[config.mk]
export PLATFORM = sky130hd
export DESIGN_NAME = seq_cla_divider
export DESIGN_NICKNAME = d
export VERILOG_FILES = /design/src/rtl/seq_cla_divider_pkg.sv /design/src/rtl/seq_cla_divider_cla_subtractor.sv /design/src/rtl/seq_cla_divider.sv
export SDC_FILE = /design/constraint.sdc
export NUM_CORES = 1
export LEC_CHECK = 0
export CAP_MARGIN = 20
export CORE_AREA = 3 3 73 75
export CTS_BUF_LIST = sky130_fd_sc_hd__clkbuf_4
export CTS_CLUSTER_DIAMETER = 120
export DETAILED_ROUTE_END_ITERATION = 8
export DIE_AREA = 0 0 76 78
export GPL_TIMING_DRIVEN = 0
export PLACE_DENSITY = 0.74
export SYNTH_ARGS = -nofsm -noshare
export SYNTH_HDL_FRONTEND = slang
export SYNTH_SLANG_ARGS = --single-unit
[constraint.sdc]
create_clock -name clk -period 2.7 [get_ports clk]
set_input_delay 0.54 -clock clk [delete_from_list [all_inputs] [get_ports clk]]
set_output_delay 0.54 -clock clk [all_outputs]
set_load 0.1 [all_outputs]
[src/rtl/seq_cla_divider_pkg.sv]
// Shared definitions for the sequential CLA divider: FSM encodings and CLA group size.
package seq_cla_divider_pkg;

  localparam logic [1:0] S_IDLE = 2'd0;
  localparam logic [1:0] S_RUN  = 2'd1;
  localparam logic [1:0] S_DONE = 2'd2;

  localparam int unsigned CLA_GROUP = 4;

endpackage

[src/rtl/seq_cla_divider_cla_subtractor.sv]
// Combinational a - b computed as a + ~b + 1 with 4-bit carry-lookahead groups.
module cla_subtractor
  import seq_cla_divider_pkg::*;
#(
  parameter int unsigned WIDTH = 8
) (
  input  logic [WIDTH-1:0] a,
  input  logic [WIDTH-1:0] b,
  output logic [WIDTH-1:0] diff,
  output logic             cout
);

  localparam int unsigned NG = WIDTH / CLA_GROUP;

  logic [WIDTH-1:0] bn;
  logic [WIDTH-1:0] g;
  logic [WIDTH-1:0] p;
  logic [WIDTH:0]   c;
  logic [NG-1:0]    gg;
  logic [NG-1:0]    gp;
  logic [NG:0]      gc;

  always_comb begin
    bn    = ~b;
    g     = a & bn;
    p     = a ^ bn;
    c     = '0;
    gg    = '0;
    gp    = '0;
    gc    = '0;
    // The +1 of two's-complement negation enters as the carry into group 0.
    gc[0] = 1'b1;
    for (int unsigned j = 0; j < NG; j++) begin
      gg[j] = g[4*j+3]
            | (p[4*j+3] & g[4*j+2])
            | (p[4*j+3] & p[4*j+2] & g[4*j+1])
            | (p[4*j+3] & p[4*j+2] & p[4*j+1] & g[4*j]);
      gp[j] = &p[4*j +: 4];
      c[4*j]   = gc[j];
      c[4*j+1] = g[4*j] | (p[4*j] & gc[j]);
      c[4*j+2] = g[4*j+1] | (p[4*j+1] & g[4*j]) | (p[4*j+1] & p[4*j] & gc[j]);
      c[4*j+3] = g[4*j+2] | (p[4*j+2] & g[4*j+1]) | (p[4*j+2] & p[4*j+1] & g[4*j])
               | (p[4*j+2] & p[4*j+1] & p[4*j] & gc[j]);
      gc[j+1] = gg[j] | (gp[j] & gc[j]);
    end
    c[WIDTH] = gc[NG];
    diff     = p ^ c[WIDTH-1:0];
    cout     = c[WIDTH];
  end

endmodule

[src/rtl/seq_cla_divider.sv]
// Multi-cycle unsigned restoring divider, one quotient bit per clock, start/done handshake.
module seq_cla_divider
  import seq_cla_divider_pkg::*;
#(
  parameter int unsigned WIDTH = 8
) (
  input  logic             clk,
  input  logic             rst,
  input  logic             start,
  input  logic [WIDTH-1:0] dividend,
  input  logic [WIDTH-1:0] divisor,
  output logic             busy,
  output logic             done,
  output logic [WIDTH-1:0] quotient,
  output logic [WIDTH-1:0] remainder,
  output logic             div_by_zero
);

  localparam int unsigned      CNT_W    = $clog2(WIDTH) + 1;
  localparam logic [CNT_W-1:0] CNT_LAST = CNT_W'(WIDTH - 1);

  logic [1:0]       state_q,  state_d;
  logic [CNT_W-1:0] cnt_q,    cnt_d;
  logic [WIDTH-1:0] r_q,      r_d;
  logic [WIDTH-1:0] q_q,      q_d;
  logic [WIDTH-1:0] dvs_q,    dvs_d;
  logic [WIDTH-1:0] quot_q,   quot_d;
  logic [WIDTH-1:0] rem_q,    rem_d;
  logic             dz_q,     dz_d;

  logic [WIDTH-1:0] rs;
  logic [WIDTH-1:0] diff;
  logic             msb;
  logic             cout;
  logic             ge;
  logic [WIDTH-1:0] r_next;
  logic [WIDTH-1:0] q_next;

  // Shift the next dividend bit into the partial remainder; the bit shifted out is kept as msb.
  assign msb = r_q[WIDTH-1];
  assign rs  = {r_q[WIDTH-2:0], q_q[WIDTH-1]};

  cla_subtractor #(.WIDTH(WIDTH)) u_sub (
    .a    (rs),
    .b    (dvs_q),
    .diff (diff),
    .cout (cout)
  );

  assign ge     = msb | cout;
  assign r_next = ge ? diff : rs;
  assign q_next = {q_q[WIDTH-2:0], ge};

  always_comb begin
    state_d = state_q;
    cnt_d   = cnt_q;
    r_d     = r_q;
    q_d     = q_q;
    dvs_d   = dvs_q;
    quot_d  = quot_q;
    rem_d   = rem_q;
    dz_d    = dz_q;
    if (state_q == S_RUN) begin
      r_d   = r_next;
      q_d   = q_next;
      cnt_d = cnt_q + 1'b1;
      if (cnt_q == CNT_LAST) begin
        state_d = S_DONE;
        quot_d  = q_next;
        rem_d   = r_next;
      end
    end else begin
      state_d = S_IDLE;
      if (start) begin
        dvs_d = divisor;
        r_d   = '0;
        q_d   = dividend;
        cnt_d = '0;
        dz_d  = 1'b0;
        if (divisor == '0) begin
          state_d = S_DONE;
          quot_d  = '1;
          rem_d   = dividend;
          dz_d    = 1'b1;
        end else begin
          state_d = S_RUN;
        end
      end
    end
  end

  always_ff @(posedge clk) begin
    if (rst) begin
      state_q <= S_IDLE;
      cnt_q   <= '0;
      r_q     <= '0;
      q_q     <= '0;
      dvs_q   <= '0;
      quot_q  <= '0;
      rem_q   <= '0;
      dz_q    <= 1'b0;
    end else begin
      state_q <= state_d;
      cnt_q   <= cnt_d;
      r_q     <= r_d;
      q_q     <= q_d;
      dvs_q   <= dvs_d;
      quot_q  <= quot_d;
      rem_q   <= rem_d;
      dz_q    <= dz_d;
    end
  end

  assign busy        = (state_q == S_RUN);
  assign done        = (state_q == S_DONE);
  assign quotient    = quot_q;
  assign remainder   = rem_q;
  assign div_by_zero = dz_q;

endmodule

* Word level (Yosys, flattened, before mapping)
Cells that the tools add are included.
** Word-level totals
- Register bits after elaboration :: 47
- Input port bits :: 19
- Output and inout port bits :: 19
- Word-level logic and storage cells :: 92
** Operators by class
- Add/sub/neg operators :: 1
- Equal/unequal tests :: 4
- Muxes and demuxes :: 20
- Bitwise operators :: 52
- Reductions and logical operators :: 7
** Operator list (number)
- 2-to-1 mux 8 bit :: 13
- bitwise AND 1 bit :: 26
- bitwise OR 1 bit :: 21
- XOR 8 bit :: 2
- bitwise AND 8 bit :: 1
- zero test 8 bit :: 1
- 2-to-1 mux 2 bit :: 4
- 2-to-1 mux 4 bit :: 2
- inverter 8 bit :: 1
- AND reduction 4 bit :: 2
- adder 4 x 1 -> 4 bit (second input constant) :: 1
- == test 4 x 3 -> 1 bit (second input constant) :: 1
- nonzero test 2 bit :: 2
- AND reduction 3 bit :: 1
- == test 2 x 1 -> 1 bit (second input constant) :: 1
- == test 2 bit (second input constant) :: 1
- != test 2 x 1 -> 1 bit (second input constant) :: 1
- AND reduction 2 bit :: 1
- 2-to-1 mux 1 bit :: 1
- inverter 1 bit :: 1

* Logic depth before layout (Yosys ltp)
- Depth after elaboration :: 13
- Gate-level depth with buffers :: 9
- Depth with buffers taken out :: 9

* Hierarchy
Synthesis repeated with hierarchy kept, for this count alone.
** Unflattened totals
- Cell total of the unflattened synthesis :: 264
- Area total of the unflattened synthesis :: 2433.6 um2
** Modules (own cells, without submodules)
- seq_cla_divider :: instances 1, cells an instance 215, area each 2073.2 um2, seq. area each 940.9 um2
- cla_subtractor :: instances 1, cells an instance 49, area each 360.3 um2, seq. area each 0.0 um2

* Worst setup path before layout
Ideal clock, no wire load.
- Path type :: reg2reg
- From :: reg q_q[7]
- To :: reg rem_q[4], in the netlist remainder[4]
- Library setup time :: 0.091 ns
- Arrival time :: 2.327 ns
- Required time :: 2.609 ns
- Slack :: 0.282 ns
- Stages on the path, launching flop included :: 9
- Path buffers :: 1
- Period minus slack after synthesis :: 2.418 ns
- Cells stage by stage :: dfxtp_1 inv_1 ha_1 o21a_1 o221a_4 a2111oi_4 buf_6 mux2_2 a311oi_1
** On the way
- Longest elaborated chain between the ends :: 10
- Elaborated cells on any way between the ends :: 13
- Classes of those cells :: mux (3); bitwise (9); reduce/logical (1)
** RTL lines
- start: declaration :: RTL line seq_cla_divider.sv:25 : logic [WIDTH-1:0] q_q, q_d;
- start signal: assignment :: RTL line seq_cla_divider.sv:106 : q_q <= q_d;
- bitwise AND 8 bit :: RTL line seq_cla_divider_cla_subtractor.sv:25 : g = a & bn;
- bitwise AND 1 bit :: RTL line seq_cla_divider_cla_subtractor.sv:37 : | (p[4*j+3] & p[4*j+2] & p[4*j+1] & g[4*j]);
- bitwise OR 1 bit :: RTL line seq_cla_divider_cla_subtractor.sv:37
- bitwise OR 1 bit * :: RTL line seq_cla_divider_cla_subtractor.sv:44 : gc[j+1] = gg[j] | (gp[j] & gc[j]);
- bitwise AND 1 bit :: RTL line seq_cla_divider_cla_subtractor.sv:44
- bitwise OR 1 bit :: RTL line seq_cla_divider_cla_subtractor.sv:44
- bitwise OR 1 bit :: RTL line seq_cla_divider.sv:50 : assign ge = msb | cout;
- 2-to-1 mux 8 bit * :: RTL line seq_cla_divider.sv:51 : assign r_next = ge ? diff : rs;
- 2-to-1 mux 8 bit * :: RTL line seq_cla_divider.sv:67 : if (cnt_q == CNT_LAST) begin
- 2-to-1 mux 8 bit * :: RTL line seq_cla_divider.sv:63 : if (state_q == S_RUN) begin
- end signal: assignment :: RTL line seq_cla_divider.sv:109 : rem_q <= rem_d;
- end: declaration :: RTL line seq_cla_divider.sv:28 : logic [WIDTH-1:0] rem_q, rem_d;
Mark *: on every way between the ends. The rest lies on a longest branch, timed or not. The select of a mux whose other input is x is not followed.
A chain may end at the register's enable or synchronous reset.

* Worst setup path after layout
- From :: reg q_q[7]
- To :: reg rem_q[2], in the netlist remainder[2]
** On the way
- Longest elaborated chain between the ends :: 10
- Elaborated cells on any way between the ends :: 17
- Classes of those cells :: mux (3); bitwise (13); reduce/logical (1)
** RTL lines (RTL line)
- bitwise AND 8 bit :: seq_cla_divider_cla_subtractor.sv:25
- bitwise AND 1 bit :: seq_cla_divider_cla_subtractor.sv:37
- bitwise OR 1 bit :: seq_cla_divider_cla_subtractor.sv:37
- bitwise OR 1 bit :: seq_cla_divider_cla_subtractor.sv:44
- bitwise AND 1 bit :: seq_cla_divider_cla_subtractor.sv:44
- bitwise OR 1 bit :: seq_cla_divider_cla_subtractor.sv:44
- bitwise OR 1 bit :: seq_cla_divider.sv:50
- 2-to-1 mux 8 bit * :: seq_cla_divider.sv:51
- 2-to-1 mux 8 bit * :: seq_cla_divider.sv:67
- 2-to-1 mux 8 bit * :: seq_cla_divider.sv:63
Marked as above.

==> impl_metrics.json <==
{
  "fin_setup_tns_ps": 0,
  "async_reset_ff_frac": 0,
  "yosysSeqAreaShare": 0.3981,
  "path_clk_slew_ps": 150,
  "dpl_cell_area_sq_um": 2818,
  "fin_util": 0.6156,
  "drive_gt1_frac": 0.07553,
  "cts-buffers-inserted": 5,
  "worstHoldPathType": "register to register",
  "wl_per_cell_microns": 14.69,
  "cts_tree": "yes",
  "rows": 25,
  "crit_slowest_cell": "dfxtp_1",
  "syn_nets": 314,
  "grt_util_all_layers": 0.2001,
  "cp_data_arrival_time_ps": 2870,
  "synth_xor_area_frac": 0.007411,
  "min_period_ps": 2584,
  "min_period_over_period": 0.9570,
  "maxCapViolCount": 0,
  "yosysTopAreaCellShare": 0.3981,
  "synth_cells": 284,
  "synth-compound-area-share": 0.1879,
  "drc": 0,
  "synth_top_area_cell": "dfxtp_1",
  "gr-total-overflow": 0,
  "synth_commonest_cells": "dfxtp_1, nor2_1, nand2_1",
  "clock_latency_ps": 370,
  "nNetsFinal": 360,
  "register_area_sq_um": 940.9,
  "firstDrtPassIters": 4,
  "post_drt_via_cell_ratio": 5.420,
  "clock_sinks": 47,
  "cp-start-kind": "register",
  "cp_max_fo": 5,
  "first_iter_violations": 116,
  "end_kind": "register",
  "dieArea_sq_um": 5928,
  "io_buffers": 37,
  "die_y_microns": 78,
  "rsz0062_at_grt": "false",
  "ctsLongestPathBuffers": 2,
  "core_area_sq_um": 4723,
  "antenna_left": 0,
  "max_slew_margin": 0.3454,
  "synth_fa_ha_area_frac": 0.06141,
  "yosys.cell_types.count": 45,
  "multi_input_area_sq_um": 1305,
  "netlist_top_cells_area": "dfxtp_1, nor2_1, nand2_1",
  "htree_levels": 2,
  "worst_pin_slew_ps": 978.9,
  "fillers": 423,
  "gp_congestion": 0.8612,
  "avgSynthCellArea_sq_um": 8.322,
  "vias": 2157,
  "grt_first_pass_wirelength_mm": 9.570,
  "max_freq_ghz": 0.3870,
  "cp_cell_sequence": "inv_1, ha_1, o21a_1, o221a_4, a2111oi_4, buf_4, mux2_2, a311oi_1",
  "cts_hold_buf": 0,
  "ys.flop_type": "dfxtp_1",
  "synth-simple-area-share": 0.2340,
  "hpwl_mm": 4.356,
  "p_leak_nw": 1.065,
  "synth_most_common_cell": "dfxtp_1",
  "design_area_sq_um": 2908,
  "synth_edf_count": 0,
  "cts_root_buf": "clkbuf_4",
  "synth_top_family_by_area": "simple AND/OR/NAND/NOR gates",
  "grt_antenna_before_repair": 0,
  "drt-total-wl_mm": 5.845,
  "crit_type": "register to register",
  "pin_count": 38,
  "hold_violations": 0,
  "fin_skew_ps": 6.576,
  "initial_utilization": 0.5004,
  "syn2layout_area_growth_pct": 23.03,
  "grt_pass1_vias": 2102,
  "num_antenna_cells": 0,
  "vdd_ir_drop_max_uv": 305.8,
  "critPathBufInv": 2,
  "muxShareOfSynthArea": 0.06141,
  "cp_data_required_time_ps": 2990,
  "status": "complete, no violations",
  "setup_viol": 0,
  "die_w_microns": 76,
  "ys_seq_elements": 47,
  "syn-cell-area_sq_um": 2364,
  "grt_max_degree": 16,
  "cp_top_family": "compound AO/OA/AOI/OAI gates",
  "cpPeakStageDelay_ps": 410,
  "synth-warning-count": 0,
  "drv_slew": 0,
  "p_per_area_nw_per_um2": 596.3
}
## cells by family (layout without fill, tap and decap cells)
family          count (synthesis)  in the layout
fa+ha+maj                      11             11
xor+xnor                        2              2
mux                            14             14
flops                          47             47
buf+inv                        28             75
simple gates                  122            122
compound gates                 60             60
## power breakdown
group | internal [mW] | switching, mW | leakage [nW]
logic | 0.257 | 0.278 | 0.639
clock network | 0.196 | 0.244 | 0.0432
registers | 0.730 | 0.0303 | 0.383
total | 1.18 | 0.552 | 1.06
## layer usage
metal | global-route usage | wire length [microns]
met2 | 0.3298 | 2766
met4 | 0.1123 | 112
met5 | 0 | 0
met1 | 0.2536 | 2729
met3 | 0.02668 | 237
## final timing paths
path / start / endpoint / slack [ps] / cells after the start
min: dvs_q[1]$_SDFFE_PP0P_ / dvs_q[1]$_SDFFE_PP0P_ / 470 / 2
min reg2reg: dvs_q[1]$_SDFFE_PP0P_ / dvs_q[1]$_SDFFE_PP0P_ / 470 / 2
max: q_q[7]$_SDFFE_PP0N_ / remainder[2]$_SDFFE_PP0P_ / 120 / 8
max reg2reg: q_q[7]$_SDFFE_PP0N_ / remainder[2]$_SDFFE_PP0P_ / 120 / 8
## per-stage QoR
| stage | hold slack, ps | power, mW | setup slack (ps) | cells |
|---|---|---|---|---|
| detailed placement | 451.6 | 1.273 | -143.6 | 388 |
| global route | 488.7 | 1.806 | 19.47 | 398 |
| floorplan | 436.3 | 1.148 | 282.2 | 284 |
| CTS | 469.9 | 1.713 | 42.51 | 397 |
| finish | 465.7 | 1.734 | 116.2 | 398 |
| global placement | 445.5 | 1.265 | -107.4 | 388 |
## flip-flops by register name, indices dropped and copies added, names as in the netlist
signal and flops:
remainder 8, div_by_zero 1, r_q 8, dvs_q 8
cnt_q 4, quotient 8, state_q 2, q_q 8
## cell usage in the layout, fill, tap and decap left out, types with 3 or more instances in the layout
| master | synthesis | final |
|---|---|---|
| clkdlybuf4s50_1 | 0 | 36 |
| nor2b_1 | 4 | 4 |
| inv_1 | 10 | 10 |
| dfxtp_1 | 47 | 47 |
| buf_4 | 1 | 3 |
| nand2_1 | 35 | 35 |
| clkbuf_1 | 14 | 14 |
| a311oi_1 | 5 | 5 |
| mux2i_1 | 10 | 10 |
| and2_1 | 4 | 4 |
| a21oi_1 | 24 | 24 |
| nand3_1 | 13 | 13 |
| nand3b_1 | 3 | 3 |
| nor2_1 | 43 | 43 |
| mux2_2 | 4 | 4 |
| clkbuf_4 | 0 | 5 |
| ha_1 | 10 | 10 |
| o21ai_0 | 4 | 4 |
| or3_1 | 3 | 3 |
| a211oi_1 | 10 | 10 |
| nor3_1 | 10 | 10 |
## worst min-delay path: stages, from the launching register on
cell and delay, ps:
dfxtp_1 340, nand2_1 50, a21oi_1 50
## what timing repair did
item,CTS,global route
pin swaps,1,0
setup buffers,1,1
endpoints found under the setup margin,5,3
resized for setup,3,2
## final cells by class
class | instances | share of cell area
tap | 67 | 0.02883
buffer | 18 | 0.02754
timing repair buffer | 39 | 0.1308
inverter | 10 | 0.01291
sequential | 47 | 0.3236
multi-input combinational | 209 | 0.4488
clock buffer | 5 | 0.01291
clock inverter | 3 | 0.01463
No activity file was read; power rests on OpenSTA's default activity.
